## config.mk

```make
export PLATFORM = sky130hd
export DESIGN_NAME = sar_avg_buffer
export DESIGN_NICKNAME = d
export VERILOG_FILES = /design/src/rtl/sar_avg_buffer.sv
export SDC_FILE = /design/constraint.sdc
export NUM_CORES = 1
export LEC_CHECK = 0
export CORE_ASPECT_RATIO = 1.2
export CORE_UTILIZATION = 51
export DETAILED_ROUTE_END_ITERATION = 8
export GPL_TIMING_DRIVEN = 0
export PLACE_DENSITY = 0.82
export SETUP_SLACK_MARGIN = 0.15
export SYNTH_ARGS = -nofsm -noshare
export SYNTH_HDL_FRONTEND = slang
export SYNTH_SLANG_ARGS = --single-unit
```

## constraint.sdc

```tcl
create_clock -name clk -period 7.6 [get_ports clk]
set_clock_uncertainty 0.05 [all_clocks]
set_input_delay 1.52 -clock clk [delete_from_list [all_inputs] [get_ports clk]]
set_output_delay 1.52 -clock clk [all_outputs]
set_load 0.1 [all_outputs]
```

## src/rtl/sar_avg_buffer.sv

```systemverilog
// SAR conversion averager: sums 2^avg_sel accepted samples, floors the mean and
// queues results in a small first-word-fall-through FIFO with sticky drop flag.
module sar_avg_buffer #(
  parameter int DATA_W = 10,
  parameter int DEPTH  = 4
) (
  input  logic                       clk,
  input  logic                       rst_n,
  input  logic [DATA_W-1:0]          conv_data,
  input  logic                       conv_valid,
  input  logic                       enable,
  input  logic [1:0]                 avg_sel,
  output logic [DATA_W-1:0]          out_data,
  output logic                       out_valid,
  input  logic                       out_ready,
  output logic [$clog2(DEPTH):0]     fifo_count,
  output logic                       overflow,
  input  logic                       clr_ovf
);
  localparam int AW = $clog2(DEPTH);
  localparam int SW = DATA_W + 3;

  logic              r_run;
  logic [SW-1:0]     r_acc;
  logic [2:0]        r_cnt;
  logic [1:0]        r_sel;
  logic [DEPTH-1:0][DATA_W-1:0] r_mem;
  logic [AW-1:0]     r_wp, r_rp;
  logic [AW:0]       r_fcnt;
  logic              r_ovf;

  logic              w_accept, w_last, w_push, w_pop, w_full, w_wr, w_drop;
  logic [1:0]        w_sel;
  logic [2:0]        w_blk_m1;
  logic [SW-1:0]     w_sum, w_shift;
  logic [DATA_W-1:0] w_result;
  logic [AW-1:0]     w_rp_prev;

  // r_run holds off sample acceptance for the first edge after reset release
  always_ff @(posedge clk or negedge rst_n)
    if (!rst_n) r_run <= 1'b0;
    else        r_run <= 1'b1;

  assign w_accept = conv_valid & enable & r_run;
  assign w_sel    = (r_cnt == 3'd0) ? avg_sel : r_sel;
  assign w_blk_m1 = ~(3'b111 << w_sel);
  assign w_last   = (r_cnt == w_blk_m1);
  assign w_sum    = r_acc + SW'(conv_data);
  assign w_shift  = w_sum >> w_sel;
  assign w_result = w_shift[DATA_W-1:0];
  assign w_push   = w_accept & w_last;

  always_ff @(posedge clk or negedge rst_n)
    if (!rst_n) begin
      r_acc <= '0;
      r_cnt <= '0;
      r_sel <= '0;
    end else if (!enable) begin
      r_acc <= '0;
      r_cnt <= '0;
    end else if (w_accept) begin
      if (r_cnt == 3'd0) r_sel <= avg_sel;
      if (w_last) begin
        r_acc <= '0;
        r_cnt <= '0;
      end else begin
        r_acc <= w_sum;
        r_cnt <= r_cnt + 3'd1;
      end
    end

  assign w_full = (r_fcnt == (AW+1)'(DEPTH));
  assign w_pop  = out_valid & out_ready;
  assign w_wr   = w_push & (~w_full | w_pop);
  assign w_drop = w_push & w_full & ~w_pop;

  always_ff @(posedge clk or negedge rst_n)
    if (!rst_n) begin
      r_mem  <= '0;
      r_wp   <= '0;
      r_rp   <= '0;
      r_fcnt <= '0;
    end else begin
      if (w_wr) begin
        r_mem[r_wp] <= w_result;
        r_wp        <= r_wp + 1'b1;
      end
      if (w_pop) r_rp <= r_rp + 1'b1;
      case ({w_wr, w_pop})
        2'b10:   r_fcnt <= r_fcnt + 1'b1;
        2'b01:   r_fcnt <= r_fcnt - 1'b1;
        default: r_fcnt <= r_fcnt;
      endcase
    end

  always_ff @(posedge clk or negedge rst_n)
    if (!rst_n)        r_ovf <= 1'b0;
    else if (w_drop)   r_ovf <= 1'b1;
    else if (clr_ovf)  r_ovf <= 1'b0;

  // When empty, the slot behind the read pointer still holds the last head
  assign w_rp_prev  = r_rp - 1'b1;
  assign out_valid  = (r_fcnt != '0);
  assign out_data   = out_valid ? r_mem[r_rp] : r_mem[w_rp_prev];
  assign fifo_count = r_fcnt;
  assign overflow   = r_ovf;
endmodule

```

### Yosys cells after proc, flatten, opt, wreduce, memory -nomap -nowiden

Cells that the tools add are included.

| cells by class | value |
|---|---|
| bitwise gates (word level) | 11 |
| shift operators | 2 |
| add/subtract/negate cells | 7 |
| $lt $le $gt $ge | 4 |
| reductions and logical operators | 6 |
| muxes and demuxes | 18 |
| eq/ne operators | 5 |

Operator list:

| operator | count |
|---|---|
| $bmux 10 s2 | 2 |
| $bwmux 40 | 1 |
| $mux 10 | 4 |
| $mux 13 | 3 |
| $demux 10 s2 | 1 |
| $add 13x10->13 | 1 |
| $shr 13x2->10 | 1 |
| $lt 2x3->1 const B | 3 |
| $mux 3 | 3 |
| $and 1x1->1 | 7 |
| $add 3x1->3 const B | 2 |
| $pmux 3 s2 | 1 |
| $add 2x1->2 const B | 2 |
| $reduce_bool 2->1 | 2 |
| $eq 3x3->1 | 1 |
| $eq 3x3->1 const B | 1 |
| $logic_not 3->1 | 1 |
| $not 3->3 | 1 |
| $reduce_bool 3->1 | 1 |
| $shl 3x2->3 const A | 1 |
| $sub 3x1->3 const B | 1 |
| $eq 2x1->1 const B | 1 |
| $eq 2x2->1 const B | 1 |
| $ge 2x1->1 const B | 1 |
| other kinds (8) | 10 |

| word-level totals | value |
|---|---|
| output and inout port bits | 15 |
| bits of input ports | 18 |
| word-level logic and storage cells | 65 |
| register bits | 67 |

### Logic depth before layout (Yosys ltp)

Gate-level depths: netlist of run 1.

| logic depth | value |
|---|---|
| depth in word-level cells | 9 |
| gate-level depth with buffers | 15 |
| gate-level depth less buffers | 13 |

### Worst setup path after synthesis of run 1

OpenSTA, ideal clock, no wires.

| timing path | value |
|---|---|
| path type | flip-flop to output port |
| start | reg r_fcnt[1], in the netlist fifo_count[1] |
| end | out out_data[0] |
| path buffers | 2 |
| data required time | 6.030 ns |
| cell stages (with the launch flop) | 7 |
| data arrival time | 4.348 ns |
| slack | 1.682 ns |
| path through | dfrtp_1 nor3_1 inv_1 clkbuf_1 clkbuf_1 o221ai_1 a22oi_1 |

| on the way | value |
|---|---|
| word-level cells in the longest chain between the ends | 2 |

Ends and longest elaborated chain:

| item | line | text |
|---|---|---|
| start: declaration | 29 | `logic [AW:0] r_fcnt;` |
| start signal: assignment | 90 | `2'b10: r_fcnt <= r_fcnt + 1'b1;` |
| start signal: assignment | 91 | `2'b01: r_fcnt <= r_fcnt - 1'b1;` |
| start signal: assignment | 92 | `default: r_fcnt <= r_fcnt;` |
| $reduce_bool 3->1 | 103 | `assign out_valid = (r_fcnt != '0);` |
| named net out_valid | 14 | `output logic out_valid,` |
| $mux 10 | 104 | `assign out_data = out_valid ? r_mem[r_rp] : r_mem[w_rp_prev];` |
| end: declaration | 13 | `output logic [DATA_W-1:0] out_data,` |

The timed path passes the listed nets, and every way through them passes these cells.

### Worst setup path in the final report of run 1

| timing path | value |
|---|---|
| start | reg r_fcnt[0], in the netlist fifo_count[0] |
| end | out out_data[2] |

| on the way | value |
|---|---|
| word-level cells in the longest chain between the ends | 2 |

Ends and longest elaborated chain:

| item | line |
|---|---|
| $reduce_bool 3->1 | 103 |
| $mux 10 | 104 |

No other way between the ends.

==> flow_metrics.env, run 1 <==
export IMPL_drive_gt1_share_pct=15.8
export IMPL_cp_required_ns=6.03
export IMPL_rr_endpoint="fifo_count[1]"
export IMPL_synth_largest_area_cell="dfrtp_1"
export IMPL_synth_main_ff_cell="dfrtp_1"
export IMPL_gp_congestion=0.901
export IMPL_ys_seq_area_share_pct=39.7
export IMPL_clock_power_share_pct=17.6
export IMPL_rsz0062_at_grt="false"
export IMPL_num_vias=3505
export IMPL_fin_crit_sh_pct=67.7
export IMPL_dr_pass1_iters=5
export IMPL_p_int_uw=954
export IMPL_grt_usage_pct=24.5
export IMPL_initial_core_util_pct=52.3
export IMPL_io_buffers=32
export IMPL_overflow=0
export IMPL_grt_util_met1_pct=29.2
export IMPL_cp_cell_sequence="nor3_1, inv_1, nand2b_1, clkbuf_1, o221ai_1, a22oi_1, clkdlybuf4s50_1"
export IMPL_grt_pass1_wl_um=16600
export IMPL_area_growth_pct=15.7
export IMPL_swShare_pct=50.4
export IMPL_cts_hold_buf=0
export IMPL_cts_resized=0
export IMPL_final_cells=551
export IMPL_busiest_layer="met2"
export IMPL_criticalPathCategory="flop to primary output"
export IMPL_clock_latency_ns=0.34
export IMPL_vdd_drop_max_v=0.000177
export IMPL_finalSetupViolCount=0
export IMPL_relSlewSlack_pct=23.3
export IMPL_p_per_area_nw_per_um2=394
export IMPL_hold_class="flop to flop"
export IMPL_syn_inst=408
export IMPL_syn_num_nets=445
export IMPL_ant_nets=0
export IMPL_status="complete, no violations"
export IMPL_timing_hold_violations_final=0
export IMPL_timing_final_ws_setup_ns=2.46
export IMPL_core_area_um2=8060
export IMPL_use_met3_pct=3.02
export IMPL_ff2ff_path_depth=13
export IMPL_drv_cap=0
export IMPL_slowest_delay_ns=1.17
export IMPL_wirelength_um=9890
export IMPL_post_cts_buffers=0
export IMPL_synth_enable_flop_cells=0
export IMPL_sequentialPowerShare_pct=26.2
export IMPL_final_setup_tns_ns=0
export IMPL_synth_area_leaders="dfrtp_1, mux2_2, ha_1"
export IMPL_wl_per_cell_um=17.9
export IMPL_io_pins=33
export IMPL_nFillCells=651
export IMPL_utilization_pct=60.6
export IMPL_synth_area_um2=4220
export IMPL_cts_tree="done"
export IMPL_grt_max_degree=68
export IMPL_place_inst=535
export IMPL_power_leakage_nw=2.23
export IMPL_diodes=0
export IMPL_numCtsBuffers=9
export IMPL_cts_root_buffer="clkbuf_8"
export IMPL_min_from="r_acc[8]"
export IMPL_tightest_slew_ns=1.14
export IMPL_holdPathStages=2
export IMPL_clock_path_buffers=2
export IMPL_cts_htree_levels=3
export IMPL_yosys_warnings=0
export IMPL_ys_types=60
export IMPL_period_minus_slack_ns=5.14
export IMPL_r2r_slack_ns=3.96
export IMPL_post_place_ws_ns=2.67
export IMPL_worstPathArrival_ns=3.57
export IMPL_use_met2_pct=44.9
export IMPL_dieArea_um2=8640
export IMPL_p_sw_uw=969
export IMPL_fin_nets=488
export IMPL_reg2reg_from="r_cnt[0]"
export IMPL_hpwl_um=7180
export IMPL_async_flop_share_pct=100
export IMPL_die_x_um=85.0
export IMPL_remaining_drc_errors=0
export IMPL_clock_fmax_ghz=0.194
export IMPL_synth_top_area_share_pct=39.7
export IMPL_end_kind="primary output"
export IMPL_antenna_found_initial=0
export IMPL_whs_endpoint="r_acc[8]"
export IMPL_die_h_um=102
export IMPL_grt_pass1_vias=3515
export IMPL_clk_pin_slew_worst_paths_ns=0.08
export IMPL_crit_fanout=10
export IMPL_synthMostInstantiatedCell="dfrtp_1"
export IMPL_synth_seq_cells=67
export IMPL_viasPerCell=6.36
export IMPL_final_max_slew_violation_count=0
export IMPL_drt_iter0_markers=254
export IMPL_synth_commonest_cells="dfrtp_1, mux2_2, nand2_1"
export IMPL_clkSinkCount=67
export IMPL_syn_avg_cell_area_um2=10.3
export IMPL_crit_path_start_kind="flop"
export IMPL_row_count=36
export IMPL_combPwrFrac_pct=56.2
export IMPL_crit_slowest_cell="clkdlybuf4s50_1"
area by class of cell:
type	count	area, µm²	area share, %
plain buffers	20	83.8	1.72
clock buffers	10	138	2.82
clock inverters	6	87.6	1.79
inverters	15	56.3	1.15
multi-input cells	306	2400	49.2
flip-flops and latches	67	1680	34.3
well taps	95	119	2.43
repair buffers	32	318	6.51
metrics by stage:
stage	hold WS, ns	cell area [µm²]	total power [mW]
floorplan	0.394	4220	1.33
CTS	0.446	4880	1.92
detailed placement	0.430	4660	1.58
global placement	0.406	4660	1.54
finish	0.441	4880	1.92
global route	0.462	4880	2.02
registers in the layout, summed over array words and instances (netlist names):
signal and count:
r_acc 13, fifo_count 3, r_run 1, r_rp 2
overflow 1, r_wp 2, r_sel 2, r_cnt 3
r_mem 40
placed cells by master, fill, tap and decap left out, drive strengths merged, types with 3 or more instances in the layout:
cell	count
o21ai	25
xnor2	9
and2	5
clkdlybuf4s50	31
o31ai	12
o221ai	18
ha	17
clkinv	3
nor2	14
nor3	3
o21a	4
nand3	8
mux2	43
nand2b	3
mux2i	10
inv	16
nand2	33
a21o	6
a21oi	13
and3	3
a22oi	10
or3	11
buf	6
clkbuf	25
dfrtp	67
nor2b	3
a22o	9
a31oi	6
xor2	5
cells by family after synthesis:
kind of cell	count (synthesis)	synth area share (%)
fa+ha+maj	19	5.99
compound gates	128	22.2
simple gates	91	11.8
flops	67	39.7
other cells	1	0.0889
buf+inv	35	3.32
xor+xnor	14	3.08
mux	53	13.8
worst max-delay path by stage:
stage                       start          end  slack, ns  cells after the start
detailed placement   conv_data[0]     r_mem[6]       2.67                     11
global placement     conv_data[0]    r_mem[26]       2.71                     11
floorplan           fifo_count[1]  out_data[0]       1.68                      6
global route        fifo_count[0]  out_data[9]       2.32                      7
finish              fifo_count[0]  out_data[2]       2.46                      7
CTS                 fifo_count[0]  out_data[2]       2.46                      7
worst max-delay path, delay by kind of cell, from the launching register on:
kind | cells | cell delay (ns)
buf+inv | 3 | 1.83
simple gates | 2 | 0.53
flops | 1 | 0.43
compound gates | 2 | 0.44
per-layer routing:
layer | vias to the layer above | routed length, µm
li1 | 1643 | -
met1 | 1743 | 4170
met2 | 103 | 5180
met3 | 16 | 385
met4 | 0 | 153
met5 | - | 0
power groups by stage:
stage | clock [mW] | combinational, mW | sequential (mW)
2_1_floorplan | 0 | 0.775 | 0.550
5_1_grt | 0.359 | 1.14 | 0.513
3_5_place_dp | 0 | 1.07 | 0.509
4_1_cts | 0.345 | 1.07 | 0.503
3_3_place_gp | 0 | 1.04 | 0.503
6_report | 0.339 | 1.08 | 0.504
Note: power is estimated with default switching activity, not from simulation.
==> run 2: changes to the inputs <==
PLACE_DENSITY = 0.85   (was 0.82)
clock period = 4.1 ns   (was 7.6 ns; I/O delays follow)
==> run 2 against run 1 <==
Cell area is 0.15% higher. Critical endpoint is now fifo_count[1]. Clock-buffer cell count is 2 higher. Utilization is 0.093 points higher. Setup slack worse by 2.2 ns. Combinational power is 88% higher. Flip-flop and latch count stayed put. Highest routed layer unchanged. Global-route usage is 0.50 points higher. First-iteration DRC count is 14% higher. Power is 81% higher. Sequential share of layout area hardly changed.
==> flow_metrics.env, run 2 (same netlist as run 1, synthesis figures left out) <==
export IMPL_status="complete, no violations"
export IMPL_criticalPathCategory="primary input to flop"
export IMPL_fin_nets=488
export IMPL_grt_usage_pct=25.0
export IMPL_hold_ws_ns=0.446
export IMPL_io_buffers=32
export IMPL_io_pins=33
export IMPL_final_max_slew_violation_count=0
export IMPL_gp_congestion=0.914
export IMPL_cts_htree_levels=3
export IMPL_finalSetupViolCount=0
export IMPL_grt_max_degree=68
export IMPL_power_total_mw=3.48
export IMPL_grt_pass1_wl_um=17000
export IMPL_cts_tree="done"
export IMPL_overflow=0
export IMPL_hpwl_um=7370
export IMPL_dieArea_um2=8640
export IMPL_cp_required_ns=4.32
export IMPL_vdd_drop_max_v=0.000354
export IMPL_wirelength_um=10100
export IMPL_area_growth_pct=15.9
export IMPL_crit_fanout=10
export IMPL_relSlewSlack_pct=26.4
export IMPL_layout_common_cells="dfrtp_1, mux2_2, nand2_1"
export IMPL_viasPerCell=6.50
export IMPL_drv_cap=0
export IMPL_rsz0062_at_grt="false"
export IMPL_die_x_um=85.0
export IMPL_tightest_slew_ns=1.09
export IMPL_max_flop_register="r_mem"
export IMPL_antenna_found_initial=0
export IMPL_worstPathArrival_ns=4.01
export IMPL_cp_cell_sequence="clkdlybuf4s50_1, or4b_4, o31ai_4, xnor2_2, nor4_4, buf_6, inv_1, ha_1, inv_1, fa_1, o21ai_0"
export IMPL_drive_gt1_share_pct=20.6
export IMPL_crit_top_cell="inv_1"
export IMPL_hold_class="flop to flop"
export IMPL_clkSinkCount=67
export IMPL_dr_pass1_iters=7
export IMPL_wl_per_cell_um=18.3
export IMPL_largest_register_ff_count=40
export IMPL_reg_top3="r_mem (40), r_acc (13)"
export IMPL_row_count=36
export IMPL_timing_hold_violations_final=0
export IMPL_power_leakage_nw=2.21
export IMPL_clock_latency_ns=0.34
export IMPL_grt_pass1_vias=3518
export IMPL_clock_path_buffers=2
export IMPL_period_minus_slack_ns=3.79
export IMPL_fin_crit_sh_pct=92.6
export IMPL_cts_root_buffer="clkbuf_8"
export IMPL_clk_pin_slew_worst_paths_ns=0.07
export IMPL_diodes=0
export IMPL_remaining_drc_errors=0
export IMPL_ant_nets=0
export IMPL_clock_fmax_ghz=0.264
export IMPL_drt_iter0_markers=289
export IMPL_num_vias=3584
export IMPL_initial_core_util_pct=52.3
export IMPL_die_h_um=102
export IMPL_layout_commonest_cell="dfrtp_1"
export IMPL_crit_path_start_kind="primary input"
export IMPL_cp_num_buf_inv=4
export IMPL_slowest_delay_ns=0.70
export IMPL_crit_slowest_cell="nor4_4"
export IMPL_end_kind="flop"
export IMPL_p_per_area_nw_per_um2=712
export IMPL_numCtsBuffers=9
export IMPL_core_area_um2=8060
export IMPL_cp_top_family="simple AND/OR/NAND/NOR gates"
==> run 2: repair_timing <==
action / in CTS / in global routing
hold buffers: 0 / 0
pin swaps: 0 / 1
gates resized for setup: 26 / 4
buffers inserted: 0 / 0
setup endpoints to repair: 13 / 13
==> run 2: area by class of cell <==
class,instances,area (µm²)
clock buffer,12,155
buffer,20,85.1
sequential,67,1680
inverter,15,56.3
fill,670,3170
multi-input combinational,306,2450
timing repair buffer,32,315
tap,95,119
clock inverter,4,25.0
==> run 2: path summary, 6_finish.rpt <==
check | slack, ns | cells after the start | end | start
setup / recovery | 0.31 | 11 | fifo_count[1] | avg_sel[0]
hold / removal | 0.45 | 1 | r_mem[25] | r_mem[25]
setup reg to reg | 0.49 | 13 | fifo_count[1] | r_cnt[0]
hold reg to reg | 0.45 | 1 | r_mem[25] | r_mem[25]
max in group asynchronous | 2.85 | 1 | fifo_count[0] | rst_n
min in group asynchronous | 0.55 | 1 | r_mem[22] | rst_n
==> run 2: where the power goes <==
group / total [mW] / switching (mW) / internal [mW] / leakage (nW)
clock: 0.514 / 0.263 / 0.251 / 0.0884
sequential: 0.940 / 0.122 / 0.818 / 0.893
combinational: 2.03 / 1.44 / 0.583 / 1.23
==> run 2: per-layer routing <==
| layer | share of wire (%) | track usage (%) | routed length [µm] |
|---|---|---|---|
| met1 | 41 | 30.4 | 4100 |
| met4 | 2.3 | 9.78 | 234 |
| met5 | 0 | 0 | 0 |
| met3 | 5.8 | 5.30 | 589 |
| met2 | 51 | 43.4 | 5180 |
==> run 2: metrics by stage <==
step	cells	setup TNS, ns	utilization, %	cell area (µm²)	worst slack, ns
2_1_floorplan	408	0	-	4270	0.297
3_3_place_gp	535	-4.01	58.4	4710	-0.281
3_5_place_dp	535	-1.65	58.4	4710	-0.244
4_1_cts	551	0	60.7	4890	0.0584
5_1_grt	551	0	60.6	4890	0.161
6_report	551	0	60.6	4890	0.305
==> run 3: changes to the inputs <==
CORE_MARGIN = 4   (was unset)
SETUP_SLACK_MARGIN = 0.05   (was 0.15)
==> run 3 against run 2 <==
Wire length decreased by 3.0%. Global-route usage is 3.9 points lower. Combinational power is 2% lower. Maximum frequency is 0.98% lower. Clock power up 22%. Sequential power barely moved. Power increased by 1.9%. Critical path depth shrank 6. Setup slack lost 0.038 ns. Via count shrank 3.0%. Critical endpoint is now out_valid. Flip-flop and latch count did not move. Non-clock buffer count stayed put.
==> flow_metrics.env, run 3 (same netlist as run 1, synthesis figures left out) <==
export IMPL_status="complete, no violations"
export IMPL_ant_nets=0
export IMPL_area_growth_pct=15.9
export IMPL_grt_usage_pct=21.1
export IMPL_ff2ff_path_depth=13
export IMPL_p_per_area_nw_per_um2=725
export IMPL_end_kind="primary output"
export IMPL_die_x_um=91.0
export IMPL_hpwl_um=7130
export IMPL_reg_top3="r_mem (40), r_acc (13)"
export IMPL_crit_path_start_kind="flop"
export IMPL_largest_register_ff_count=40
export IMPL_fin_crit_sh_pct=93.5
export IMPL_cp_required_ns=3.23
export IMPL_cts_htree_levels=3
export IMPL_core_area_um2=8110
export IMPL_final_max_slew_violation_count=0
export IMPL_cts_tree="done"
export IMPL_timing_hold_violations_final=0
export IMPL_dieArea_um2=9800
export IMPL_post_place_ws_ns=-0.170
export IMPL_initial_core_util_pct=52.1
export IMPL_final_cells=551
export IMPL_finalSetupViolCount=0
export IMPL_tightest_slew_ns=1.03
export IMPL_place_inst=535
export IMPL_io_buffers=32
export IMPL_vdd_drop_max_v=0.000279
export IMPL_dr_pass1_iters=5
export IMPL_gp_congestion=0.867
export IMPL_overflow=0
export IMPL_cts_resized=14
export IMPL_criticalPathCategory="flop to primary output"
export IMPL_hold_class="flop to flop"
export IMPL_clock_path_buffers=2
export IMPL_numCtsBuffers=9
export IMPL_multi_input_area_um2=2450
export IMPL_diodes=0
export IMPL_drv_cap=0
export IMPL_final_setup_tns_ns=0
export IMPL_period_minus_slack_ns=3.83
export IMPL_fin_nets=488
export IMPL_holdPathStages=1
export IMPL_clock_latency_ns=0.34
export IMPL_utilization_pct=60.3
export IMPL_power_leakage_nw=2.24
export IMPL_max_flop_register="r_mem"
export IMPL_viasPerCell=6.31
export IMPL_io_pins=33
export IMPL_relSlewSlack_pct=30.4
export IMPL_die_h_um=108
export IMPL_power_total_mw=3.55
export IMPL_grt_pass1_wl_um=16800
export IMPL_drt_iter0_markers=208
export IMPL_rsz0062_at_grt="false"
export IMPL_post_cts_buffers=0
export IMPL_register_area_um2=1680
export IMPL_clock_fmax_ghz=0.261
export IMPL_cts_hold_buf=0
export IMPL_layout_common_cells="dfrtp_1, mux2_2, nand2_1"
export IMPL_layout_commonest_cell="dfrtp_1"
export IMPL_clk_pin_slew_worst_paths_ns=0.07
export IMPL_timing_final_ws_setup_ns=0.268
export IMPL_nFillCells=677
export IMPL_antenna_found_initial=0
export IMPL_wl_per_cell_um=17.8
export IMPL_row_count=36
export IMPL_clkSinkCount=67
export IMPL_num_vias=3476
export IMPL_worstPathArrival_ns=2.96
export IMPL_remaining_drc_errors=0
export IMPL_grt_max_degree=68
export IMPL_drive_gt1_share_pct=20.6
export IMPL_crit_fanout=10
export IMPL_cts_root_buffer="clkbuf_8"
export IMPL_grt_pass1_vias=3592
export IMPL_wirelength_um=9800
-- run 3: per-stage QoR --
stage | hold slack, ns | area [µm²]
4_1_cts | 0.440 | 4930
2_1_floorplan | 0.394 | 4270
3_5_place_dp | 0.424 | 4710
3_3_place_gp | 0.408 | 4710
5_1_grt | 0.463 | 4890
6_report | 0.445 | 4890
-- run 3: routing by layer --
metal | vias up | part of all wire (%) | global-route usage, %
li1 | 1637 | - | -
met1 | 1679 | 43 | 26.3
met3 | 24 | 5.7 | 3.64
met2 | 136 | 50 | 37.0
met5 | - | 0 | 0
met4 | 0 | 2.0 | 6.79
-- run 3: path summary, 6_finish.rpt --
kind,from,endpoint,slack [ns]
worst min register to register,fifo_count[2],fifo_count[2],0.44
worst max register to register,r_cnt[0],fifo_count[1],0.36
worst max-delay path,fifo_count[0],out_valid,0.27
min in group asynchronous,rst_n,r_mem[11],0.52
worst min-delay path,fifo_count[2],fifo_count[2],0.44
max in group asynchronous,rst_n,fifo_count[2],2.85
-- run 3: worst max-delay path: stages (launching register included) --
cell	delay (ns)
dfrtp_2	0.44
nor3_1	0.43
inv_1	0.20
clkbuf_1	0.26
clkbuf_2	0.27
clkdlybuf4s50_1	1.01
-- run 3: area by class of cell --
class | count | area share [%]
multi-input combinational | 306 | 50.1
clock buffer | 12 | 3.17
inverter | 15 | 1.15
sequential | 67 | 34.4
tap | 95 | 2.43
clock inverter | 4 | 1.48
timing repair buffer | 32 | 5.55
buffer | 20 | 1.77
-- run 3: power breakdown --
group	internal [mW]	switching, mW
logic	0.544	1.44
clock network	0.375	0.252
registers	0.818	0.120
total	1.74	1.81
